`src/rtl/whack_pkg.sv`:
```
// Shared definitions for the whack-a-mole controller: phase encoding and LFSR constants.
package whack_pkg;

    typedef enum logic [1:0] {
        ST_IDLE      = 2'd0,
        ST_COUNTDOWN = 2'd1,
        ST_PLAY      = 2'd2,
        ST_DONE      = 2'd3
    } game_state_e;

    // x^16 + x^14 + x^13 + x^11 + 1 : feedback from bits 15, 13, 12, 10
    localparam logic [15:0] LFSR_TAPS = 16'hB400;
    localparam logic [15:0] LFSR_SEED = 16'hACE1;

    // One Fibonacci step: shift left, XOR of tapped bits enters at bit 0
    function automatic logic [15:0] lfsr_next(input logic [15:0] q);
        return {q[14:0], ^(q & LFSR_TAPS)};
    endfunction

endpackage

```
`src/rtl/whack_lfsr16.sv`:
```
// Free-running 16-bit LFSR used as the mole selection source.
module whack_lfsr16
    import whack_pkg::*;
(
    input  logic        clk,
    input  logic        reset,
    output logic [15:0] q
);

    // Reseed on reset, otherwise advance every cycle
    always_ff @(posedge clk) begin
        if (!reset) begin
            q <= LFSR_SEED;
        end else begin
            q <= lfsr_next(q);
        end
    end

endmodule

```
`src/rtl/whack_game_ctrl.sv`:
```
// Whack-a-mole game controller: countdown, timed play with random moles, scoring.
module whack_game_ctrl
    import whack_pkg::*;
#(
    parameter int unsigned N_MOLES        = 5,
    parameter int unsigned CYCLES_PER_SEC = 100_000_000,
    parameter int unsigned MOLE_CYCLES    = 75_000_000,
    parameter int unsigned COUNTDOWN_S    = 5,
    parameter int unsigned GAME_S         = 30,
    parameter int unsigned SCORE_W        = 8,
    parameter bit          PENALTY_EN     = 1'b1
) (
    input  logic               clk,
    input  logic               reset,
    input  logic               start,
    input  logic [N_MOLES-1:0] button_in,
    output logic [N_MOLES-1:0] led_out,
    output logic [SCORE_W-1:0] score,
    output logic [7:0]         time_left,
    output logic [1:0]         game_state,
    output logic               game_over
);

    localparam int unsigned PRESC_W = (CYCLES_PER_SEC > 1) ? $clog2(CYCLES_PER_SEC) : 1;
    localparam int unsigned MOLE_W  = (MOLE_CYCLES > 1) ? $clog2(MOLE_CYCLES) : 1;
    localparam int unsigned IDX_W   = (N_MOLES > 1) ? $clog2(N_MOLES) : 1;
    localparam logic [N_MOLES-1:0] LED_ONE = N_MOLES'(1);

    game_state_e          state;
    game_state_e          state_nxt;
    logic [PRESC_W-1:0]   presc;
    logic [MOLE_W-1:0]    mole_tmr;
    logic [IDX_W-1:0]     mole_idx;
    logic [IDX_W-1:0]     mole_idx_nxt;
    logic [N_MOLES-1:0]   btn_q;
    logic [N_MOLES-1:0]   press;
    logic [N_MOLES-1:0]   led_nxt;
    logic [SCORE_W-1:0]   score_nxt;
    logic [7:0]           time_nxt;
    logic [15:0]          lfsr_q;
    logic [15:0]          raw_idx;
    logic [15:0]          alt_idx;
    logic [IDX_W-1:0]     first_idx;
    logic [IDX_W-1:0]     next_idx;
    logic                 sec_tick;
    logic                 phase_end;
    logic                 mole_due;
    logic                 hit;
    logic                 any_press;

    whack_lfsr16 u_lfsr (
        .clk   (clk),
        .reset (reset),
        .q     (lfsr_q)
    );

    // Timing strobes, press edges and mole candidates
    always_comb begin
        sec_tick  = (presc == PRESC_W'(CYCLES_PER_SEC - 1));
        phase_end = sec_tick && (time_left == 8'd1);
        mole_due  = (mole_tmr == MOLE_W'(MOLE_CYCLES - 1));
        press     = button_in & ~btn_q;
        hit       = |(press & led_out);
        any_press = |press;
        raw_idx   = lfsr_q % 16'(N_MOLES);
        alt_idx   = (raw_idx == 16'(N_MOLES - 1)) ? 16'd0 : raw_idx + 16'd1;
        first_idx = IDX_W'(raw_idx);
        // Never repeat the previous mole back-to-back within a game
        next_idx  = (IDX_W'(raw_idx) == mole_idx) ? IDX_W'(alt_idx) : IDX_W'(raw_idx);
    end

    // Phase register
    always_ff @(posedge clk) begin
        if (!reset) begin
            state <= ST_IDLE;
        end else begin
            state <= state_nxt;
        end
    end

    // Phase transitions
    always_comb begin
        state_nxt = state;
        case (state)
            ST_IDLE, ST_DONE: if (start)     state_nxt = ST_COUNTDOWN;
            ST_COUNTDOWN:     if (phase_end) state_nxt = ST_PLAY;
            ST_PLAY:          if (phase_end) state_nxt = ST_DONE;
            default:                         state_nxt = ST_IDLE;
        endcase
    end

    // Next values of the registered outputs and mole index
    always_comb begin
        score_nxt    = score;
        time_nxt     = time_left;
        led_nxt      = led_out;
        mole_idx_nxt = mole_idx;
        case (state)
            ST_IDLE, ST_DONE: begin
                if (start) begin
                    time_nxt  = 8'(COUNTDOWN_S);
                    score_nxt = '0;
                end
            end
            ST_COUNTDOWN: begin
                if (phase_end) begin
                    time_nxt     = 8'(GAME_S);
                    mole_idx_nxt = first_idx;
                    led_nxt      = LED_ONE << first_idx;
                end else if (sec_tick) begin
                    time_nxt = time_left - 8'd1;
                end
            end
            ST_PLAY: begin
                // At most one score change per cycle; a match wins over misses
                if (hit) begin
                    if (score != '1) score_nxt = score + SCORE_W'(1);
                end else if (any_press && PENALTY_EN) begin
                    if (score != '0) score_nxt = score - SCORE_W'(1);
                end
                if (phase_end) begin
                    time_nxt = 8'd0;
                    led_nxt  = '0;
                end else begin
                    if (sec_tick) time_nxt = time_left - 8'd1;
                    // Presses are judged against the old LED; the new mole still shows
                    if (mole_due) begin
                        mole_idx_nxt = next_idx;
                        led_nxt      = LED_ONE << next_idx;
                    end else if (hit) begin
                        led_nxt = '0;
                    end
                end
            end
            default: ;
        endcase
    end

    // Datapath registers: prescaler, mole timer, button history, outputs
    always_ff @(posedge clk) begin
        if (!reset) begin
            presc     <= '0;
            mole_tmr  <= '0;
            btn_q     <= '0;
            mole_idx  <= '0;
            led_out   <= '0;
            score     <= '0;
            time_left <= 8'd0;
            game_over <= 1'b0;
        end else begin
            presc     <= ((state_nxt != state) || sec_tick) ? '0 : presc + PRESC_W'(1);
            mole_tmr  <= ((state == ST_PLAY) && (state_nxt == ST_PLAY) && !mole_due)
                         ? mole_tmr + MOLE_W'(1) : '0;
            btn_q     <= button_in;
            mole_idx  <= mole_idx_nxt;
            led_out   <= led_nxt;
            score     <= score_nxt;
            time_left <= time_nxt;
            game_over <= (state_nxt == ST_DONE);
        end
    end

    assign game_state = state;

endmodule

```
`config.mk`:
```
export PLATFORM = sky130hd
export DESIGN_NAME = whack_game_ctrl
export DESIGN_NICKNAME = d
export VERILOG_FILES = /design/src/rtl/whack_pkg.sv /design/src/rtl/whack_lfsr16.sv /design/src/rtl/whack_game_ctrl.sv
export SDC_FILE = /design/constraint.sdc
export NUM_CORES = 1
export LEC_CHECK = 0
export ABC_AREA = 1
export CORE_MARGIN = 3
export CORE_UTILIZATION = 31
export CTS_CLUSTER_SIZE = 25
export DETAILED_ROUTE_END_ITERATION = 8
export PLACE_DENSITY = 0.53
export SKIP_CTS_REPAIR_TIMING = 1
export SLEW_MARGIN = 20
export SYNTH_ARGS = -nofsm -noshare
export SYNTH_HDL_FRONTEND = slang
export SYNTH_SLANG_ARGS = --single-unit
```
`constraint.sdc`:
```
create_clock -name clk -period 11.46 [get_ports clk]
set_clock_uncertainty 0.05 [all_clocks]
set_input_delay 1.146 -clock clk [delete_from_list [all_inputs] [get_ports clk]]
set_output_delay 1.146 -clock clk [all_outputs]
set_load 0.1 [all_outputs]
```
# Word-level counts from Yosys, hierarchy flattened
# Cells that the tools add are included.
# op_classes
n_div	1
eq_ne	20
n_lt_le_gt_ge	0
n_reduce_logical	18
n_shift	2
muxes	26
bitwise_logic	4
mul	0
add_sub_neg	6
# op_table
operator	n
$mux W8	9
$add A27 B1 Y27 const B	2
$eq A27 B27 Y1 const B	2
$pmux W8 S3	1
$mux W5	4
$eq A16 B3 Y1 const B	1
$mod A16 B3 Y16 const B	1
$pmux W8 S2	1
$reduce_xor A16 Y1	1
$sub A8 B1 Y8 const B	2
$mux W3	5
$and A5 B5 Y5	2
$pmux W5 S2	1
$reduce_or A5 Y1	2
$shl A1 B3 Y5 const A	2
$ne A3 B3 Y1 const B	3
$add A8 B1 Y8 const B	1
$eq A2 B2 Y1 const B	4
$eq A8 B1 Y1 const B	1
$ne A2 B2 Y1 const B	4
$ne A8 B8 Y1 const B	1
$reduce_bool A8 Y1	1
$mux W2	3
$pmux W2 S3	1
18 further kinds	22
# word_totals
inputBits	8
word_cells	87
register_bits	102
memories	0
latchBits	0
mem_bits_rw	0
rom_bits	0

# Logic depth before layout (Yosys ltp)
# Gate-level depths: netlist of the first run.
# depth
ltp_word	8
mapped_depth	90
mapped_depth_nobuf	89

# Modules after synthesis
# From an unflattened synthesis of the first run, not the netlist that was laid out.
# hier_totals
cells_unflattened	1020
hier_area_um2	6766.5
# by_module_without_submodules
module	area_per_inst_um2	cells_each	seq_area_each_um2	n_inst
whack_game_ctrl	6237.2	955	1721.7	1
whack_lfsr16	529.3	65	320.3	1

# Least setup slack after synthesis of the first run
# OpenSTA, ideal clock, no wires.
# synth_timing
kind	reg-to-reg
start	register u_lfsr.q[12]
end	register led_out[0]
setup_slack_ps	4297
t_required_ps	11339
setup_time_ps	71
arrival_time_ps	7042
stages_incl_launch_ff	85
cell_sequence	dfxtp_1 -> inv_1 -> ha_1 -> nand3_1 -> nor2_1 -> nand2_2 -> nand2_2 -> nand2_1 -> nand3_2 -> nand2_4 -> nand2_2 -> nand2_1 -> nand2_1 -> inv_2 -> nand2_2 -> nand3_2 -> nand2_2 -> nand2_2 -> [49 not listed] -> inv_1 -> nand3_1 -> nand3_2 -> nor2_4 -> nand2_2 -> buf_6 -> nand2_1 -> nand2_1 -> inv_1 -> ha_1 -> nand3_1 -> nor2_1 -> nand3_1 -> nand2_1 -> o21ai_2 -> nor2_1 -> nand2_1 -> a21oi_1
# synth_via
elab_chain_cells	8
elab_cells_between_ends	12
# synth_rtl
item	line	source
start: declaration	whack_lfsr16.sv:7	output logic [15:0] q
start signal: assignment	whack_lfsr16.sv:15	q <= lfsr_next(q);
$mod A16 B3 Y16 (*)	whack_game_ctrl.sv:65	raw_idx = lfsr_q % 16'(N_MOLES);
$add A3 B1 Y3 / $eq A16 B3 Y1 (equally long branches)	whack_game_ctrl.sv:66	alt_idx = (raw_idx == 16'(N_MOLES - 1)) ? 16'd0 : raw_idx + 16'd1;
$mux W3	whack_game_ctrl.sv:66	
$mux W3	whack_game_ctrl.sv:69	next_idx = (IDX_W'(raw_idx) == mole_idx) ? IDX_W'(alt_idx) : IDX_W'(raw_idx);
$shl A1 B3 Y5	whack_game_ctrl.sv:129	led_nxt = LED_ONE << next_idx;
$mux W5	whack_game_ctrl.sv:127	if (mole_due) begin
$mux W5	whack_game_ctrl.sv:121	if (phase_end) begin
$pmux W5 S2 (*)	whack_game_ctrl.sv:98	case (state)
end signal: assignment	whack_game_ctrl.sv:156	led_out <= led_nxt;
end: declaration	whack_game_ctrl.sv:17	output logic [N_MOLES-1:0] led_out,
# Every way passes the cells marked *; elsewhere a longest branch is shown, timed or not. The select of a mux whose other input is x is not followed.
# A chain may end at the register's enable or synchronous reset.

# Worst setup path after layout of the first run
# layout_timing
start	register u_lfsr.q[12]
end	register mole_idx[1]
# layout_via
elab_chain_cells	7
elab_cells_between_ends	10
# layout_rtl
item	line	source
$mod A16 B3 Y16 (*)	whack_game_ctrl.sv:65	
$add A3 B1 Y3 / $eq A16 B3 Y1 (equally long branches)	whack_game_ctrl.sv:66	
$mux W3	whack_game_ctrl.sv:66	
$mux W3	whack_game_ctrl.sv:69	
$mux W3	whack_game_ctrl.sv:127	
$mux W3	whack_game_ctrl.sv:121	
$pmux W3 S2 (*)	whack_game_ctrl.sv:98	
end signal: assignment	whack_game_ctrl.sv:155	mole_idx <= mole_idx_nxt;
end: declaration	whack_game_ctrl.sv:33	logic [IDX_W-1:0] mole_idx;
# Marked as above.

==> out/metrics.yaml, run 1 <==
synthesis:
  synth_top_area_cell: "dfxtp_1"
  syn_avg_cell_area_um2: 6.43
  synth_area_um2: 6950
  yosysTopAreaCellShare_pct: 29.4
  yosys.cell_count.top_type: "nand2_1"
  synthTopCellsByCount: "262 x nand2_1, 163 x inv_1, 102 x dfxtp_1, 101 x nor2_1, 94 x nand3_1"
  ys_types: 49
  synth_area_leaders: "dfxtp_1 29%, nand2_1 14%, inv_1 8.8%, nand3_1 6.8%, nor2_1 5.5%"
  ys_ff_latch: 102
  ys_seq_area_share_pct: 29.4
  synth_ff_type: "dfxtp_1"
  syn_nets: 1112
  synth_edf_count: 0
  netlist_instances: 1080
  async_flop_share_pct: 0
  ys_warn_count: 0
clocking:
  cts-buffers-inserted: 9
  cts_tree: "yes"
  htree_levels: 3
  cts_buffer_depth: 2
  path_clk_slew_ps: 70
  clock_latency_ps: 350
  cts_sinks: 102
  root_buffer: "clkbuf_16"
global_route:
  first_global_vias: 6105
  grt_max_degree: 30
  antenna_found_initial: 0
  gr-total-overflow: 0
  grt_pass1_wl_um: 27700
  gr-usage-all-layers_pct: 13.5
routing:
  first_pass_iters: 6
  drcViolationCount: 0
  viasPerCell: 4.71
  route.vias.total: 6574
  drt_iter0_markers: 348
  drtAntennaViolNets: 0
  routed_wl_um: 16100
  avgRoutedWirePerCell_um: 11.5
timing:
  clock.fmax_mhz: 122
  slew_headroom_pct: 29.1
  hold_viol: 0
  worstMarginPinSlew_ps: 1060
  setup-violations-final: 0
  post-route-period-util_pct: 71.6
  maxSlewViolCount: 0
  layout_min_cycle_time_ps: 8200
  rsz0062_at_grt: "false"
  setup_tns_ps: 0
finish:
  fillers: 2356
  diodes: 0
  drive_above_1_share_pct: 10.4
  syn2layout_area_growth_pct: 13.0
  nNetsFinal: 1145
die:
  fp.dieW_um: 156
  ioPinCount: 32
  core_um2: 21900
  fp.dieArea_um2: 24200
  row_count: 54
  die_h_um: 156
  initial_core_util_pct: 31.7
placed_design:
  io_buffers: 31
  hpwl_um: 12400
  gp_congestion: 0.859
worst_setup_path:
  cp_slowest_cell: "dfxtp_1"
  cp.arrival_ps: 8370
  crit_top_cell: "nand2_2"
  cp_max_fo: 11
  critPathMaxStageDelay_ps: 340
  worstPathRequired_ps: 11620
  crit_path_end_kind: "register"
  worstPathBufferInverterCount: 10
  path_delay_family: "simple AND/OR/NAND/NOR gates"
  criticalPathCategory: "register to register"
  cp-start-kind: "register"
  r2r_slack_ps: 3260
run_status:
  status: "completed"
hold_path:
  hp-class: "register to register"
run:
  max-cap-violations: 0
-- sequential cells by signal (all words and copies together), names as in the netlist --
name and count:
btn_q 5, game_over 1, game_state 2, led_out 5, mole_idx 3, mole_tmr 27, presc 27, score 8
time_left 8, u_lfsr.q 16
-- final cells by class --
cell class / instances / area, um2 / area share [%]
inverter: 185 / 694 / 8.85
clock inverter: 4 / 25.0 / 0.319
clock buffer: 11 / 233 / 2.97
sequential: 102 / 2040 / 26.0
multi-input combinational: 782 / 4180 / 53.2
timing repair buffer: 33 / 325 / 4.14
tap: 280 / 350 / 4.46
-- cells in the final DEF (no fill, tap or decap), types with 4 or more instances in the layout --
| cell type | n |
|---|---|
| a21oi_1 | 46 |
| a31oi_1 | 10 |
| and2_1 | 4 |
| clkbuf_16 | 9 |
| clkdlybuf4s50_1 | 31 |
| dfxtp_1 | 102 |
| ha_1 | 23 |
| inv_1 | 163 |
| inv_2 | 21 |
| nand2_1 | 262 |
| nand2_2 | 35 |
| nand2_4 | 7 |
| nand3_1 | 93 |
| nand3_2 | 17 |
| nand4_1 | 25 |
| nor2_1 | 101 |
| nor3_1 | 30 |
| nor3b_1 | 18 |
| nor4_1 | 14 |
| o21a_1 | 4 |
| o21ai_0 | 29 |
| o21bai_1 | 5 |
| or2_2 | 8 |
| xor2_1 | 10 |
-- worst paths after layout --
| path | startpoint | end | cells after the start |
|---|---|---|---|
| worst max-delay path | u_lfsr.q[12] | mole_idx[1] | 80 |
| worst max register to register | u_lfsr.q[12] | mole_idx[1] | 80 |
| worst min register to register | presc[0] | presc[0] | 1 |
| worst min-delay path | presc[0] | presc[0] | 1 |
-- metal layers --
layer	part of all wire (%)	GRT usage (%)	routed length (um)	vias up
li1	-	-	-	3565
met1	50	18.1	8140	2925
met2	45	22.5	7330	79
met3	3.5	2.97	567	5
met4	0.55	2.63	89	0
met5	0	0	0	-
-- cell families after synthesis --
kind of cell / share of synthesized area [%]
compound gates: 9.92
buf+inv: 10.7
flops: 29.4
fa+ha+maj: 4.43
xor+xnor: 1.98
simple gates: 43.6
-- per-stage QoR --
step           cells  worst slack, ps  utilization (%)  area (um2)  hold slack, ps
2_1_floorplan   1080             4300                -        6950             368
3_3_place_gp    1382             3450             34.6        7580             384
3_5_place_dp    1382             3290             34.6        7580             391
4_1_cts         1397             3260             35.8        7840             407
5_1_grt         1397             2090             35.9        7850             421
6_report        1397             3260             35.9        7850             400
Power of run 1 is not shown: default switching activity piles up to over one toggle a cycle in this logic, so the estimate is an artifact.
==> inputs of run 2 (changes only) <==
Settings changed: PLACE_DENSITY 0.53 to 0.54.
Clock period 11.46 ns to 7.3 ns, I/O delays scaled along.
==> run 2 against run 1 <==
- the flow now finishes with violations (setup timing)
- routed wire length increased by 4.4%
- clock-buffer cell count unchanged
- first-iteration DRC count decreased by 18%
==> out/metrics.yaml, run 2 (synthesis results as in run 1) <==
routing:
  drt_iter0_markers: 286  # -18%
  viasPerCell: 4.74  # +0.66%
  drcViolationCount: 0  # unchanged
  route.vias.total: 6859  # +4.3%
  routed_wl_um: 16800  # +4.4%
  first_pass_iters: 5  # -1
  avgRoutedWirePerCell_um: 11.6  # +0.74%
  drtAntennaViolNets: 0  # unchanged
run_status:
  status: "complete, but fails checks"
  violations: "setup timing"
worst_setup_path:
  r2r_cells: 80  # unchanged
  worstReg2RegEnd: "mole_idx[1]"
  crit_path_end_kind: "register"
  crit_top_cell: "nand2_4"
  critPathMaxStageDelay_ps: 330  # about the same
  criticalPathCategory: "register to register"
  worstPathRequired_ps: 7450  # -4170 ps
  cp_slowest_cell: "dfxtp_2"
  r2r_start: "u_lfsr.q[12]"
  cp-start-kind: "register"
  cp_max_fo: 5  # -6
  r2r_slack_ps: -80  # -3330 ps
  cp.arrival_ps: 7530  # -840 ps
global_route:
  gr-usage-all-layers_pct: 13.5  # +0.031 points
  gr-total-overflow: 0  # unchanged
  first_global_vias: 6299  # +3.2%
  grt_max_degree: 30  # unchanged
  grt_pass1_wl_um: 28100  # +1.5%
  antenna_found_initial: 0  # unchanged
timing:
  slew_headroom_pct: 27.8  # -1.3 points
  maxSlewViolCount: 0  # unchanged
  worstMarginPinSlew_ps: 1080  # +19.2 ps
  post-route-period-util_pct: 101  # +29 points
  clock.fmax_mhz: 136  # +11%
  hold_viol: 0  # unchanged
  setup_slack_ps: -78.5  # -3330 ps
  setup-violations-final: 8  # +8
  layout_min_cycle_time_ps: 7380  # -826 ps
  rsz0062_at_grt: "true"
die:
  initial_core_util_pct: 31.7  # unchanged
  core_um2: 21900  # unchanged
  row_count: 54  # unchanged
  ioPinCount: 32  # unchanged
  fp.dieW_um: 156  # unchanged
  die_h_um: 156  # unchanged
  fp.dieArea_um2: 24200  # unchanged
hold_path:
  holdPathStages: 1  # unchanged
  hp-class: "register to register"
  hp-start: "presc[0]"
  hold_end: "presc[0]"
clocking:
  root_buffer: "clkbuf_16"
  cts_tree: "yes"
  cts_sinks: 102  # unchanged
  htree_levels: 3  # unchanged
  path_clk_slew_ps: 70  # about the same
  cts_buffer_depth: 2  # unchanged
  clock_latency_ps: 350  # about the same
  cts-buffers-inserted: 9  # unchanged
finish:
  nNetsFinal: 1195  # +4.4%
  drive_above_1_share_pct: 20.1  # +9.7 points
  fin_util_pct: 39.6  # +3.7 points
  top_regs: "mole_tmr (27), presc (27), u_lfsr.q (16)"
  diodes: 0  # unchanged
  layout_common_cells: "231 x nand2_1, 155 x inv_1, 100 x dfxtp_1, 96 x nor2_1, 81 x nand3_1"
  layout_commonest_cell: "nand2_1"
  syn2layout_area_growth_pct: 24.8
placed_design:
  gp_congestion: 0.845  # -1.7%
  hpwl_um: 12400  # -0.62%
  io_buffers: 31  # unchanged
run:
  max-cap-violations: 0  # unchanged
## run 2: routing by layer
| metal | up-vias | global-route usage, % | wire length [um] |
|---|---|---|---|
| li1 | 3684 | - | - |
| met1 | 3094 | 18.1 | 8290 |
| met2 | 63 | 22.6 | 7750 |
| met3 | 18 | 3.08 | 553 |
| met4 | 0 | 2.63 | 244 |
| met5 | - | 0 | 0 |
## run 2: worst max path at each step
stage / to / startpoint / depth (start not counted) / slack [ps]
after floorplan: led_out[0] / u_lfsr.q[12] / 84 / 140
after global routing: led_out[3] / u_lfsr.q[12] / 82 / -780
after detailed placement: led_out[0] / u_lfsr.q[13] / 80 / -340
final: mole_idx[1] / u_lfsr.q[12] / 80 / -80
after global placement: led_out[0] / u_lfsr.q[12] / 82 / -130
after CTS: led_out[0] / u_lfsr.q[13] / 78 / -360
## run 2: critical path: cells and delay by family, from the launching register on
| kind | cells | cell delay [ps] |
|---|---|---|
| adders and majority gates | 4 | 550 |
| DFF | 1 | 330 |
| and+or+nand+nor | 61 | 5140 |
| AOI/OAI and AO/OA | 4 | 510 |
| buffers and inverters | 11 | 670 |
## run 2: layout make-up
class	instances	area (um2)
multi-input combinational	782	4580
clock buffer	11	243
tap	280	350
fill	2301	13200
sequential	102	2050
clock inverter	5	41.3
inverter	185	704
timing repair buffer	83	701
## run 2: stage by stage
stage / hold WS, ps / setup TNS, ps / instances / setup slack [ps] / cell area [um2]
2_1_floorplan: 368 / 0 / 1080 / 137 / 6950
3_3_place_gp: 383 / -773 / 1414 / -127 / 7820
3_5_place_dp: 391 / -2510 / 1414 / -343 / 7830
4_1_cts: 405 / -2680 / 1430 / -362 / 8110
5_1_grt: 431 / -5920 / 1448 / -778 / 8670
6_report: 402 / -408 / 1448 / -78.5 / 8670
Power of run 2 is left out for the same reason.
